### config.mk
export PLATFORM = sky130hd
export DESIGN_NAME = fft_frame_loader
export DESIGN_NICKNAME = d
export VERILOG_FILES = /design/src/rtl/fft_frame_pkg.sv /design/src/rtl/fft_frame_loader_streamer.sv /design/src/rtl/fft_frame_loader.sv
export SDC_FILE = /design/constraint.sdc
export NUM_CORES = 1
export LEC_CHECK = 0
export BUFFER_PORTS_ARGS = -buffer_cell sky130_fd_sc_hd__buf_4
export CAP_MARGIN = 15
export CORE_AREA = 2 2 96 98
export CTS_CLUSTER_SIZE = 24
export DETAILED_ROUTE_END_ITERATION = 16
export DIE_AREA = 0 0 98 100
export HOLD_SLACK_MARGIN = 0.06
export PLACE_DENSITY_LB_ADDON = 0.05
export SKIP_CTS_REPAIR_TIMING = 1
export SYNTH_ARGS = -nofsm -noshare
export SYNTH_HDL_FRONTEND = slang
export SYNTH_SLANG_ARGS = --single-unit
### constraint.sdc
create_clock -name clk -period 4.2 [get_ports clk]
set_input_delay 0.42 -clock clk [delete_from_list [all_inputs] [get_ports clk]]
set_output_delay 0.42 -clock clk [all_outputs]
set_load 0.03 [all_outputs]
### src/rtl/fft_frame_pkg.sv
// Shared types and helpers for the fft frame loader.
// Optional s_last framing is selected by FFT_FRAME_LOADER_SLAST_EN.
package fft_frame_pkg;

    typedef enum logic [2:0] {
        CLR,
        LOAD,
        FLUSH,
        START,
        RUN,
        UNLOAD
    } state_e;

    localparam int N_2_DEF = 5;
    localparam int N       = 2**N_2_DEF;
    localparam int SX_W    = 64;

    // Replicate bit in_w-1 of s into every higher bit.
    function automatic logic [SX_W-1:0] sext_sample(
        input logic [SX_W-1:0] s,
        input int              in_w
    );
        logic [SX_W-1:0] r;
        r = '0;
        for (int b = 0; b < SX_W; b++) begin
            r[b] = (b < in_w) ? s[b] : s[in_w-1];
        end
        return r;
    endfunction

endpackage

### src/rtl/fft_frame_loader_streamer.sv
// Result streamer: finds D0, aligns to fft wd latency, emits N words.
// Exposes a done-drop strobe when FFT_FRAME_LOADER_SLAST_EN is defined.
module fft_result_streamer
    import fft_frame_pkg::*;
#(
    parameter int width   = 16,
    parameter int N_2     = 5,
    parameter int OUT_LAT = 1
) (
    input  logic               clk,
    input  logic               reset,
    input  logic               arm_i,
    input  logic               done_i,
    input  logic [2*width-1:0] wd_i,
`ifdef FFT_FRAME_LOADER_SLAST_EN
    output logic               drop_o,
`endif
    output logic               m_valid_o,
    output logic [2*width-1:0] m_data_o,
    output logic [N_2-1:0]     m_idx_o,
    output logic               m_last_o
);

    localparam bit LAT0 = (OUT_LAT == 0);

    logic               run_q, run_d;
    logic [N_2-1:0]     k_q, k_d;
    logic               m_valid_q, m_valid_d;
    logic [2*width-1:0] m_data_q, m_data_d;
    logic [N_2-1:0]     m_idx_q, m_idx_d;
    logic               m_last_q, m_last_d;

    logic           d0;
    logic           take;
    logic [N_2-1:0] kcur;

    assign d0   = arm_i & done_i;
    assign take = run_q | (LAT0 & d0);
    assign kcur = run_q ? k_q : '0;

    // Capture sequencing: arm on D0, take one wd word per cycle.
    always_comb begin
        run_d     = run_q;
        k_d       = k_q;
        m_valid_d = 1'b0;
        m_data_d  = m_data_q;
        m_idx_d   = m_idx_q;
        m_last_d  = 1'b0;
        if (d0 && !run_q) begin
            run_d = 1'b1;
            k_d   = '0;
        end
        if (take) begin
            m_valid_d = 1'b1;
            m_data_d  = wd_i;
            m_idx_d   = kcur;
            m_last_d  = (kcur == '1);
            run_d     = (kcur != '1);
            k_d       = kcur + 1'b1;
        end
    end

    // Streamer state and output registers.
    always_ff @(posedge clk or negedge reset) begin
        if (!reset) begin
            run_q     <= 1'b0;
            k_q       <= '0;
            m_valid_q <= 1'b0;
            m_data_q  <= '0;
            m_idx_q   <= '0;
            m_last_q  <= 1'b0;
        end else begin
            run_q     <= run_d;
            k_q       <= k_d;
            m_valid_q <= m_valid_d;
            m_data_q  <= m_data_d;
            m_idx_q   <= m_idx_d;
            m_last_q  <= m_last_d;
        end
    end

`ifdef FFT_FRAME_LOADER_SLAST_EN
    assign drop_o = run_q & ~done_i;
`endif

    assign m_valid_o = m_valid_q;
    assign m_data_o  = m_data_q;
    assign m_idx_o   = m_idx_q;
    assign m_last_o  = m_last_q;

endmodule

### src/rtl/fft_frame_loader.sv
// Frame controller around the fft core: load N samples, start, unload.
// FFT_FRAME_LOADER_SLAST_EN adds s_last framing and a sticky frame_err.
module fft_frame_loader
    import fft_frame_pkg::*;
#(
    parameter int width   = 16,
    parameter int N_2     = 5,
    parameter int IN_W    = width - 5,
    parameter int OUT_LAT = 1
) (
    input  logic               clk,
    input  logic               reset,
    input  logic               s_valid,
    output logic               s_ready,
    input  logic [IN_W-1:0]    s_data,
`ifdef FFT_FRAME_LOADER_SLAST_EN
    input  logic               s_last,
`endif
    output logic               fft_reset,
    output logic               fft_load,
    output logic [N_2-1:0]     fft_rd_adr,
    output logic [width-1:0]   fft_rd,
    output logic               fft_start,
    input  logic               fft_done,
    input  logic [2*width-1:0] fft_wd,
    output logic               m_valid,
    output logic [2*width-1:0] m_data,
    output logic [N_2-1:0]     m_idx,
    output logic               m_last,
    output logic               busy,
    output logic               frame_err
);

    state_e state_q, state_d;

    logic [N_2-1:0]   cnt_q, cnt_d;
    logic             s_ready_q, s_ready_d;
    logic             fft_reset_q, fft_reset_d;
    logic             fft_load_q, fft_load_d;
    logic [N_2-1:0]   fft_rd_adr_q, fft_rd_adr_d;
    logic [width-1:0] fft_rd_q, fft_rd_d;
    logic             fft_start_q, fft_start_d;
    logic             busy_q, busy_d;

    logic accept;
    logic bad_last;

    assign accept = s_valid & s_ready_q;

`ifdef FFT_FRAME_LOADER_SLAST_EN
    logic err_q, err_d;
    logic miss_last;
    logic drop;
    assign bad_last  = accept & s_last & (cnt_q != '1);
    assign miss_last = accept & ~s_last & (cnt_q == '1);
`else
    assign bad_last = 1'b0;
`endif

    // Frame sequencing and sample counter.
    always_comb begin
        state_d = state_q;
        cnt_d   = cnt_q;
        unique case (state_q)
            CLR: state_d = LOAD;
            LOAD: begin
                if (accept) begin
                    cnt_d = cnt_q + 1'b1;
                    if (bad_last) begin
                        state_d = CLR;
                        cnt_d   = '0;
                    end else if (cnt_q == '1) begin
                        state_d = FLUSH;
                    end
                end
            end
            FLUSH:  state_d = START;
            START:  state_d = RUN;
            RUN:    if (fft_done) state_d = UNLOAD;
            UNLOAD: if (m_last) state_d = CLR;
            default: state_d = CLR;
        endcase
    end

    // Registered outputs follow the state being entered.
    always_comb begin
        s_ready_d    = (state_d == LOAD);
        fft_reset_d  = (state_d == CLR);
        fft_start_d  = (state_d == START);
        busy_d       = (state_d != LOAD);
        fft_load_d   = accept & ~bad_last;
        fft_rd_adr_d = fft_rd_adr_q;
        fft_rd_d     = fft_rd_q;
        if (accept) begin
            fft_rd_adr_d = cnt_q;
            fft_rd_d     = width'(sext_sample(SX_W'(s_data), IN_W));
        end
    end

    // State, counter and output registers.
    always_ff @(posedge clk or negedge reset) begin
        if (!reset) begin
            state_q      <= CLR;
            cnt_q        <= '0;
            s_ready_q    <= 1'b0;
            fft_reset_q  <= 1'b1;
            fft_load_q   <= 1'b0;
            fft_rd_adr_q <= '0;
            fft_rd_q     <= '0;
            fft_start_q  <= 1'b0;
            busy_q       <= 1'b0;
        end else begin
            state_q      <= state_d;
            cnt_q        <= cnt_d;
            s_ready_q    <= s_ready_d;
            fft_reset_q  <= fft_reset_d;
            fft_load_q   <= fft_load_d;
            fft_rd_adr_q <= fft_rd_adr_d;
            fft_rd_q     <= fft_rd_d;
            fft_start_q  <= fft_start_d;
            busy_q       <= busy_d;
        end
    end

`ifdef FFT_FRAME_LOADER_SLAST_EN
    assign err_d = err_q | bad_last | miss_last | drop;

    // Sticky framing / protocol error, cleared only by reset.
    always_ff @(posedge clk or negedge reset) begin
        if (!reset) err_q <= 1'b0;
        else        err_q <= err_d;
    end

    assign frame_err = err_q;
`else
    assign frame_err = 1'b0;
`endif

    fft_result_streamer #(
        .width   (width),
        .N_2     (N_2),
        .OUT_LAT (OUT_LAT)
    ) u_streamer (
        .clk       (clk),
        .reset     (reset),
        .arm_i     (state_q == RUN),
        .done_i    (fft_done),
        .wd_i      (fft_wd),
`ifdef FFT_FRAME_LOADER_SLAST_EN
        .drop_o    (drop),
`endif
        .m_valid_o (m_valid),
        .m_data_o  (m_data),
        .m_idx_o   (m_idx),
        .m_last_o  (m_last)
    );

    assign s_ready    = s_ready_q;
    assign fft_reset  = fft_reset_q;
    assign fft_load   = fft_load_q;
    assign fft_rd_adr = fft_rd_adr_q;
    assign fft_rd     = fft_rd_q;
    assign fft_start  = fft_start_q;
    assign busy       = busy_q;

endmodule

Word level (Yosys, flattened, before mapping)
Index checks and enable logic that the tools add are counted.
Widths: inputs -> output; s select.

storage, ports and cells
  bits in latches = 0
  memories kept = 0
  ROM bits = 0
  register bits = 74
  output and inout port bits = 66
  RAM bits = 0

cells by class
  add/sub/neg operators = 2
  mux-type cells = 12
  equality and inequality tests = 11
  order comparisons = 0
  bitwise logic cells = 2
  div/mod/pow operators = 0
  reduce and logical (&&, ||, !) cells = 6
  shifts and indexed selects = 0
  $mul = 0

operators with widths
  kind                 number
  $pmux 3 s6           1
  $mux 5               3
  $mux 3               4
  $add 5x1->5 const B  2
  $eq 5x5->1 const B   2
  $eq 3x2->1 const B   3
  $eq 3x1->1 const B   2
  $eq 3x3->1 const B   2
  $logic_not 3->1      2
  $ne 5x5->1 const B   1
  $mux 1               4
  $ne 3x1->1 const B   1
  $and 1x1->1          2
  $reduce_and 2->1     1
  $reduce_bool 2->1    1
  $logic_and 1x1->1    1
  $logic_not 1->1      1

Logic depth before layout (Yosys ltp)
Gate-level depths: netlist of the first run.

  word-level depth = 5
  mapped depth = 7
  depth with buffers taken out = 6

By module
From an unflattened synthesis of the first run, not the netlist that was laid out.

second synthesis, totals
  cell total of the unflattened synthesis = 234
  area total of the unflattened synthesis = 3224.3 µm²

modules (own cells, without submodules)
  module               instances  area each (µm²)  cells each
  fft_result_streamer  1          1936.9           112
  fft_frame_loader     1          1287.5           122

Worst setup path before layout of the first run
Ideal clock, no wire load.

  kind = reg2reg
  from = register u_streamer.run_q
  to = register u_streamer.k_q[4]
  data arrival time = 1.544 ns
  clock period less this slack = 1.665 ns
  stages on the path, launching flop included = 7
  path slack = 2.535 ns
  buffers on the path = 1
  required time = 4.079 ns
  cells stage by stage = dfrtp_1 > buf_2 > and2_1 > ha_1 > and4_1 > ha_1 > a22o_1

between the ends
  word-level cells in the longest chain between the ends = 3

RTL lines
  element                 line                             source
  start, declared         fft_frame_loader_streamer.sv:26  logic run_q, run_d;
  start signal, assigned  fft_frame_loader_streamer.sv:73  run_q <= run_d;
  $mux 5                  fft_frame_loader_streamer.sv:39  assign kcur = run_q ? k_q : '0;
  via u_streamer.kcur[0]  fft_frame_loader_streamer.sv:35  logic [N_2-1:0] kcur;
  $add 5x1->5             fft_frame_loader_streamer.sv:59  k_d = kcur + 1'b1;
  $mux 5                  fft_frame_loader_streamer.sv:53  if (take) begin
  end signal, assigned    fft_frame_loader_streamer.sv:74  k_q <= k_d;
  end, declared           fft_frame_loader_streamer.sv:27  logic [N_2-1:0] k_q, k_d;

The timed path passes the listed nets, and every way through them passes these cells.
A chain may end at the register's enable or synchronous reset.

Worst setup path after layout of the first run
  from = register u_streamer.run_q
  to = register u_streamer.k_q[4]

between the ends
  word-level cells in the longest chain between the ends = 3

RTL lines
  element                                                  line
  $mux 5 / $logic_not 1->1 (equally long branches)         fft_frame_loader_streamer.sv:39, fft_frame_loader_streamer.sv:49
  $add 5x1->5 / $logic_and 1x1->1 (equally long branches)  fft_frame_loader_streamer.sv:59, fft_frame_loader_streamer.sv:49
  $mux 5 / $reduce_bool 2->1 (equally long branches)       -

Several ways; a longest one is shown, not always the timed one.

==> metrics.csv, run 1 <==
metric,value,unit
status,"finished, final reports clean",
first-pass GRT wire length,9.68,mm
fin crit period,1.72,ns
CP Capture Type,register,
initial antenna violation count,0,
Worst Clk Skew,0.00902,ns
Iteration-0 DRC Markers,60,
total wire length,5.93,mm
Stages on worst setup path,4,
dpl ws,2.50,ns
final hold violations,0,
WHS,0.228,ns
Clock Tree Root,clkbuf_8,
R2R cell count,4,
Placer Congestion,0.690,
setup TNS,0,ns
VDD IR max,0.323,mV
share of layout cells above drive strength 1,62.5,%
Max Fclk,0.582,GHz
"Reg clk slew, reported paths",0.08,ns
worst-margin pin slew,0.946,ns
input/output buffers,111,
Clock Sinks,74,
Final Max Slew Viols,0,
ant diodes,0,
RSZ-0062 raised after global routing,false,
most frequent cells in the layout,"buf_4 (112), dfrtp_1 (72), mux2_2 (41)",
Power Density,701,nW/µm²
met3 routed WL,411,µm
Lkg Pwr,2.06,nW
P&R area growth vs syn,37.8,%
crit path buf inv count,1,
hpwl dp,3.98,mm
critical-path maximum fanout,44,
CP max-delay cell,buf_4,
cell-internal power,1.86,mW
clock buffer depth,2,
core area,8890,µm²
Mean Syn Cell Area,15.6,µm²
Die W,98,µm
clk_lat worst skew,0.33,ns
DRC viols,0,
DRT met1 WL,2.89,mm
number of cell rows,35,
vias in the first global route,1925,
largest net degree at the start of global routing,75,
switching portion of total power,35.8,%
cell area after synthesis,3000,µm²
Seq cells post-synth,74,
grt total ovfl,0,
"Seq/Total Area, Yosys",61.7,%
post-synth cell types,38,
final core utilization,46.6,%
WL per Instance,14.2,µm
"Net Count, Synth",244,
clock power share,23.5,%
via count,1858,
total chip power,2.90,mW
cell family with most CP delay,buffers and inverters,
CP endpoint,u_streamer.k_q[4],
via-per-instance ratio,4.44,
Die Y,100,µm
met2 wire length,2.55,mm
Initial Utilization,33.8,%
setup ws final,2.48,ns
Seq pwr share,36.5,%
"commonest non-fill, non-tap cell in the layout",buf_4,
R2R setup slack,2.48,ns
Num CTS Buffers,9,
arrival time worst endpoint,1.94,ns
count of maximum capacitance violations,0,
H-tree lvl count,3,
relative slew slack,36.9,%
crit start category,register,
Top Metal Used,met4,
period utilisation layout,40.9,%
switching power total,1.04,mW
Synthesis Warnings,0,
NumNets Final,353,
TritonCTS clock tree,done,
total track usage,12.6,%
worst path cell trace,buf_4 > and4_1 > ha_1 > a22o_1,
Comb pwr share,40.0,%
final count of negative-setup-slack endpoints,0,
Final ANT Viol Nets,0,
IO Count,113,
worst hold path type,primary input to async pin,
Crit Path Category,register to register,
R2R Path Start,u_streamer.run_q,
crit path from,u_streamer.run_q,
Die Footprint,9800,µm²
Crit path required time,4.42,ns
"slowest stage delay, CP",0.46,ns
R2R Path End,u_streamer.k_q[4],
Initial DRT Pass Iterations,4,
Mapped Cells,193,
-- cell usage after synthesis --
library cell  count  share of area (%)
a21oi_1           3               0.50
nand4b_4          1               0.79
a21o_1            3               0.75
buf_2             4               0.67
inv_2             1               0.12
nand4_1           1               0.21
a311oi_2          1               0.50
nor2b_4           1               0.46
nand2_1           2               0.25
nor2_1            2               0.25
o21ba_2           1               0.33
a31oi_1           1               0.21
and2_1            4               0.83
nor3_1            1               0.17
inv_1             4               0.50
and4_1            1               0.29
ha_1              4                1.7
or2b_2            1               0.29
a211o_1           1               0.29
dfrtp_1          73                 61
and3_1            1               0.21
a31oi_4           1               0.71
mux2_4           12                6.0
a22o_1            3               0.87
buf_6             1               0.37
nor2b_1           1               0.21
nor3b_2           1               0.42
conb_1            1               0.12
xor2_1            3               0.87
nor2_4            1               0.37
mux2_2           41                 15
o21ai_0           2               0.33
xnor2_1           1               0.29
buf_4             9                2.2
nand2_2           1               0.21
o221ai_1          1               0.29
nand3_1           2               0.33
dfstp_2           1               0.87
-- routing by layer --
metal  track usage (%)  vias to the layer above
met2              17.2                       73
met5                 0                        -
met3              3.20                        5
met4              6.41                        0
met1              18.5                      896
li1                  -                      884
-- power by group through the flow --
stage | Clock [mW] | Sequential [mW] | Combinational [mW]
2_1_floorplan | 0 | 1.35 | 0.523
3_3_place_gp | 0 | 1.07 | 1.17
3_5_place_dp | 0 | 1.07 | 1.18
4_1_cts | 0.706 | 1.06 | 1.18
5_1_grt | 0.743 | 1.09 | 1.23
6_report | 0.683 | 1.06 | 1.16
-- registers in the layout (all words and copies together), names as in the netlist --
name / count
u_streamer.m_valid_o: 1
u_streamer.run_q: 1
fft_rd: 11
s_ready: 1
busy: 1
u_streamer.m_last_o: 1
fft_rd_adr: 5
cnt_q: 5
state_q: 3
u_streamer.k_q: 5
fft_load: 1
u_streamer.m_data_o: 32
u_streamer.m_idx_o: 5
fft_start: 1
fft_reset: 1
-- cell families after synthesis --
kind of cell	count (synthesis)	share of synthesized area, %
DFF	74	61.7
muxes	53	21.4
and+or+nand+nor	21	5.29
buffers and inverters	19	3.91
AOI/OAI and AO/OA	17	4.79
adders and majority gates	4	1.67
xor gates and xnor gates	4	1.17
other	1	0.125
-- through the flow --
stage               instances  area (µm²)
floorplan                 193        3000
global placement          402        3890
detailed placement        402        3890
CTS                       418        4140
global route              418        4140
finish                    418        4140
-- cell type report --
cell class / instances / area (µm²)
repair buffers: 112 / 841
inverters: 5 / 18.8
well taps: 111 / 139
clock inverters: 4 / 97.6
multi-input cells: 100 / 1030
fillers: 822 / 4750
clock buffers: 12 / 155
flip-flops and latches: 74 / 1850
-- worst min-delay path by stage --
stage / slack, ns / to / startpoint / cells after the start
after floorplan: 0.12 / busy / reset / 0
after global placement: 0.48 / u_streamer.k_q[4] / u_streamer.k_q[4] / 1
after detailed placement: 0.47 / u_streamer.m_idx_o[1] / u_streamer.m_idx_o[1] / 1
after CTS: 0.25 / u_streamer.m_data_o[17] / reset / 1
after global routing: 0.28 / fft_rd[8] / s_data[8] / 2
final: 0.23 / u_streamer.m_data_o[14] / reset / 1
Note: power is estimated with default switching activity, not from simulation.
==> run 2: changes to the inputs <==
- clock period: 4.2 -> 1.7 ns (I/O delays scaled with it)
==> run 2 against run 1 <==
  * Via count is 9.8% higher
  * Total power is 150% higher
  * Combinational power grew to 2.6 times the previous value
  * Critical path type unchanged
==> metrics.csv, run 2 (same netlist as run 1, synthesis figures left out) <==
metric,value,unit,change
final count of negative-setup-slack endpoints,0,,unchanged
max reg flops,32,,unchanged
relative slew slack,64.7,%,+28 points
Critical Path Most Common Cell,ha_1,,
setup TNS,0,ns,unchanged
clock buffer depth,2,,unchanged
crit path buf inv count,0,,-1
count of maximum capacitance violations,0,,unchanged
TritonCTS clock tree,done,,
dpl ws,0.0883,ns,-2.41 ns
DP Area,3940,µm²,+1.5%
first-pass GRT wire length,9.91,mm,+2.4%
via-per-instance ratio,4.48,,+0.70%
Die Y,100,µm,unchanged
final core utilization,50.6,%,+4.1 points
hpwl dp,4.25,mm,+6.6%
Die Footprint,9800,µm²,unchanged
total wire length,6.45,mm,+8.8%
arrival time worst endpoint,1.84,ns,-0.10 ns
ant diodes,0,,unchanged
initial antenna violation count,0,,unchanged
IO Count,113,,unchanged
share of layout cells above drive strength 1,57.4,%,-5.1 points
DRC viols,0,,unchanged
Initial DRT Pass Iterations,3,,-1
input/output buffers,111,,unchanged
Post-Layout Cell Count,456,,+9.1%
core area,8890,µm²,unchanged
VDD IR max,0.867,mV,+170%
Placer Congestion,0.711,,+3.0%
period utilisation layout,94.5,%,+54 points
setup ws final,0.0928,ns,-2.39 ns
Initial Utilization,33.8,%,unchanged
CP max-delay cell,dfrtp_1,,
"Reg clk slew, reported paths",0.08,ns,about the same
cell area after layout,4500,µm²,+8.7%
total track usage,12.9,%,+0.34 points
fin crit period,1.61,ns,-0.112 ns
total chip power,7.13,mW,+150%
crit start category,register,,
cell family with most CP delay,adder cells,,
P&R area growth vs syn,49.8,%,
CP Capture Type,register,,
Power Density,1580,nW/µm²,+130%
worst path cell trace,and2_1 > ha_1 > and4_1 > ha_1 > a22o_1,,
NumNets Final,392,,+11%
worst hold path type,primary input to register,,
status,"finished, final reports clean",,
Die W,98,µm,unchanged
H-tree lvl count,3,,unchanged
WHS,0.0586,ns,-0.169 ns
clk_lat worst skew,0.34,ns,about the same
WL per Instance,14.1,µm,-0.28%
Num CTS Buffers,9,,unchanged
worst-margin pin slew,0.530,ns,-0.417 ns
vias in the first global route,1940,,+0.78%
critical-path maximum fanout,3,,-93%
"slowest stage delay, CP",0.40,ns,-0.06 ns
Worst Clk Skew,0.00973,ns,+0.000710 ns
Placed Cells,408,,+1.5%
Crit path required time,1.93,ns,-2.49 ns
RSZ-0062 raised after global routing,false,,
Max Fclk,0.622,GHz,+7.0%
"commonest non-fill, non-tap cell in the layout",buf_4,,
largest net degree at the start of global routing,37,,-51%
Clock Tree Root,clkbuf_8,,
Clock Sinks,74,,unchanged
via count,2041,,+9.8%
grt total ovfl,0,,unchanged
Crit Path Category,register to register,,
Iteration-0 DRC Markers,25,,-58%
number of cell rows,35,,unchanged
final hold violations,0,,unchanged
Final Max Slew Viols,0,,unchanged
Final ANT Viol Nets,0,,unchanged
most frequent cells in the layout,"buf_4 (117), dfrtp_1 (72), mux2_2 (41)",,
Lkg Pwr,2.22,nW,+7.5%
==> run 2: routing by layer <==
metal	vias to the layer above	global-route usage (%)	part of all wire [%]
li1	960	-	-
met1	994	19.3	47
met5	-	0	0
met2	77	18.0	45
met3	10	3.13	5.9
met4	0	5.45	1.4
==> run 2: power breakdown <==
| part | internal [mW] | switching, mW | total, mW |
|---|---|---|---|
| sequential | 2.25 | 0.367 | 2.62 |
| combinational | 1.38 | 1.59 | 2.97 |
| clock | 0.899 | 0.641 | 1.54 |
| total | 4.53 | 2.60 | 7.13 |
==> run 2: final timing paths <==
| path | startpoint | to | cells past startpoint | slack [ns] |
|---|---|---|---|---|
| worst max-delay path | u_streamer.k_q[0] | u_streamer.k_q[4] | 5 | 0.09 |
| worst min-delay path | fft_wd[14] | u_streamer.m_data_o[14] | 2 | 0.06 |
| worst max register to register | u_streamer.k_q[0] | u_streamer.k_q[4] | 5 | 0.09 |
| worst min register to register | u_streamer.m_idx_o[4] | u_streamer.m_idx_o[4] | 1 | 0.49 |
| max in group asynchronous | reset | u_streamer.m_data_o[13] | 3 | 0.84 |
| min in group asynchronous | reset | u_streamer.m_data_o[17] | 2 | 0.33 |
==> run 2: final cells by class <==
type / count / area [µm²]
Fill cell: 801 / 4390
Sequential cell: 74 / 1850
Timing Repair Buffer: 151 / 1230
Multi-Input combinational cell: 100 / 1030
Clock buffer: 11 / 151
Tap cell: 111 / 139
Clock inverter: 4 / 75.1
Inverter: 5 / 18.8
==> run 3: changes to the inputs <==
- ABC_AREA: not set -> 1
- CAP_MARGIN: 15 -> not set
==> run 3 against run 2 <==
  * Area after synthesis about the same
  * Register-to-register slack improved by 0.16 ns
  * Critical path type unchanged
  * Largest power group unchanged
  * Non-clock buffer count increased by 6
  * First-iteration DRC count increased by 76%
  * Fmax increased by 11%
  * Hold slack got worse by 0.019 ns
  * Synthesized cell count increased by 75%
  * Critical path depth increased by 3
  * Clock-buffer cell count unchanged
  * Final cell count increased by 32%
  * Die area unchanged
  * Design area increased by 1.5%
==> metrics.csv, run 3 <==
metric,value,unit,change
crit start category,register,,
status,"finished, final reports clean",,
Die Footprint,9800,µm²,unchanged
Final Max Slew Viols,0,,unchanged
total wire length,6.91,mm,+7.1%
Adder-Cell Fraction of Synth Area,1.67,%,about the same
IO Count,113,,unchanged
most frequent cells in the layout,"nand2_1 (174), buf_4 (114), dfrtp_1 (73)",,
R2R Path End,u_streamer.k_q[4],,
register area,1850,µm²,about the same
Crit path required time,1.92,ns,about the same
arrival time worst endpoint,1.66,ns,-0.18 ns
crit path from,u_streamer.run_q,,
worst path cell trace,nand2_1 > inv_1 > ha_1 > nand2_1 > nor2_1 > ha_1 > nand2_1 > nand2_1,,
critical-path maximum fanout,6,,+3
met3 routed WL,412,µm,+8.4%
"Reg clk slew, reported paths",0.07,ns,about the same
Clock Sinks,74,,unchanged
Die Y,100,µm,unchanged
R2R Path Start,u_streamer.run_q,,
Worst Clk Skew,0.0112,ns,+0.00151 ns
share of layout cells above drive strength 1,29.2,%,-28 points
Final ANT Viol Nets,0,,unchanged
"slowest stage delay, CP",0.43,ns,+0.03 ns
TritonCTS clock tree,done,,
RSZ-0062 raised after global routing,false,,
WL per Instance,11.4,µm,-19%
first-pass GRT wire length,10.9,mm,+10%
via-per-instance ratio,4.22,,-5.7%
Power Density,1890,nW/µm²,+19%
cell area after synthesis,3000,µm²,about the same
worst hold path type,primary input to register,,
ys async rst share,100,%,unchanged
fin crit period,1.44,ns,-0.165 ns
H-tree lvl count,3,,unchanged
area of the multi-input gates,946,µm²,-8.5%
via count,2550,,+25%
clock buffer depth,2,,unchanged
final count of negative-setup-slack endpoints,0,,unchanged
Synth area leader,dfrtp_1,,
top post-synthesis cells by area,"dfrtp_1 (61%), nand2_1 (22%), inv_1 (2.8%), buf_4 (2.5%), ha_1 (1.7%)",,
Synthesis Warnings,0,,unchanged
"Seq/Total Area, Yosys",61.7,%,about the same
DRT met1 WL,3.04,mm,-0.26%
WHS Endpoint,fft_rd[2],,
final hold violations,0,,unchanged
R2R cell count,8,,+3
Mean Syn Cell Area,8.88,µm²,-43%
Critical Path Most Common Cell,nand2_1,,
Top Metal Used,met4,,
P&R area growth vs syn,52.1,%,
Max Fclk,0.693,GHz,+11%
xor and xnor area share after synthesis,0.292,%,-0.87 points
Hold Crit Start,s_data[2],,
CP max-delay cell,dfrtp_1,,
initial antenna violation count,0,,unchanged
post-synth cell types,24,,-37%
"commonest non-fill, non-tap cell in the layout",nand2_1,,
input/output buffers,111,,unchanged
grt total ovfl,0,,unchanged
vias in the first global route,2252,,+16%
clk_lat worst skew,0.34,ns,about the same
largest family of logic cells by synthesized area,simple AND/OR/NAND/NOR gates,,
final core utilization,51.4,%,+0.76 points
CP Capture Type,register,,
total chip power,8.61,mW,+21%
total track usage,13.9,%,+0.98 points
Die W,98,µm,unchanged
Initial Utilization,33.8,%,about the same
core area,8890,µm²,unchanged
met2 wire length,3.38,mm,+15%
number of flops mapped to enable cells by yosys,0,,unchanged
NumNets Final,539,,+38%
Synth Area in Simple Gates,27.5,%,+22 points
"top cells by count, synth","nand2_1 (174), dfrtp_1 (73), inv_1 (22), nor2_1 (13), buf_4 (10)",,
Layout fillers,853,,+6.5%
VDD IR max,0.741,mV,-15%
"Net Count, Synth",389,,+59%
Initial DRT Pass Iterations,4,,+1
period utilisation layout,84.9,%,-9.7 points
Synth Area in Compound Gates,1.96,%,-2.8 points
"count leader, synth",nand2_1,,
WHS Path Cells,3,,+1
setup TNS,0,ns,unchanged
Placer Congestion,0.774,,+9.0%
number of cell rows,35,,unchanged
max reg flops,32,,unchanged
largest net degree at the start of global routing,41,,+11%
post-synth top area share,60.8,%,about the same
count of maximum capacitance violations,0,,unchanged
Seq cells post-synth,74,,unchanged
Mapped Cells,338,,+75%
Lkg Pwr,2.51,nW,+13%
Iteration-0 DRC Markers,44,,+76%
ant diodes,0,,unchanged
hpwl dp,4.54,mm,+7.0%
R2R setup slack,0.26,ns,+0.16 ns
Num CTS Buffers,9,,unchanged
Post-synth top flop,dfrtp_1,,
WHS,0.0401,ns,-0.0185 ns
mux cell area share after synthesis,0,%,-21 points
Clock Tree Root,clkbuf_8,,
Crit Path Category,register to register,,
DRC viols,0,,unchanged
## run 3: report_power, final
| group | internal, mW | switching, mW |
|---|---|---|
| combinational | 1.47 | 2.62 |
| clock | 0.975 | 0.627 |
| sequential | 2.48 | 0.445 |
| total | 4.92 | 3.69 |
## run 3: stage by stage
step                worst slack [ns]  cell area, µm²  instances
finish                         0.258            4570        604
global route                   0.105            4570        604
CTS                            0.264            4160        563
detailed placement             0.282            3920        547
global placement               0.307            3920        547
floorplan                      0.158            3000        338
## run 3: logic make-up (layout without fill, tap and decap cells)
family | after synthesis | after routing
AO/OA/AOI/OAI | 11 | 11
XOR/XNOR | 1 | 1
adder cells (fa/ha/maj) | 4 | 4
buffers and inverters | 42 | 197
flip-flops | 74 | 74
other | 1 | 1
AND/OR/NAND/NOR | 205 | 205
## run 3: worst max path at each step
| stage | endpoint | slack (ns) | cells past startpoint |
|---|---|---|---|
| 6_report | u_streamer.k_q[4] | 0.26 | 8 |
| 5_1_grt | s_ready | 0.11 | 9 |
| 4_1_cts | u_streamer.k_q[4] | 0.26 | 8 |
| 3_5_place_dp | u_streamer.k_q[4] | 0.28 | 8 |
| 3_3_place_gp | u_streamer.k_q[4] | 0.31 | 8 |
| 2_1_floorplan | u_streamer.k_q[4] | 0.16 | 10 |
## run 3: worst max-delay path: cells and delay by family (launching register included)
family                   cells  cell delay [ns]
buffers and inverters        1             0.06
adder cells (fa/ha/maj)      2             0.49
AND/OR/NAND/NOR              5             0.36
flip-flops                   1             0.43
## run 3: layer usage
layer  vias up  track usage (%)
li1       1308                -
met1      1158             18.4
met2        78             21.7
met3         6             4.18
met4         0             5.45
met5         -                0
## run 3: final cells by class
class | count | share of cell area [%]
clock inverters | 5 | 2.25
inverters | 24 | 1.97
clock buffers | 11 | 2.88
well taps | 111 | 3.04
repair buffers | 157 | 28.6
flip-flops and latches | 74 | 40.6
multi-input cells | 222 | 20.7
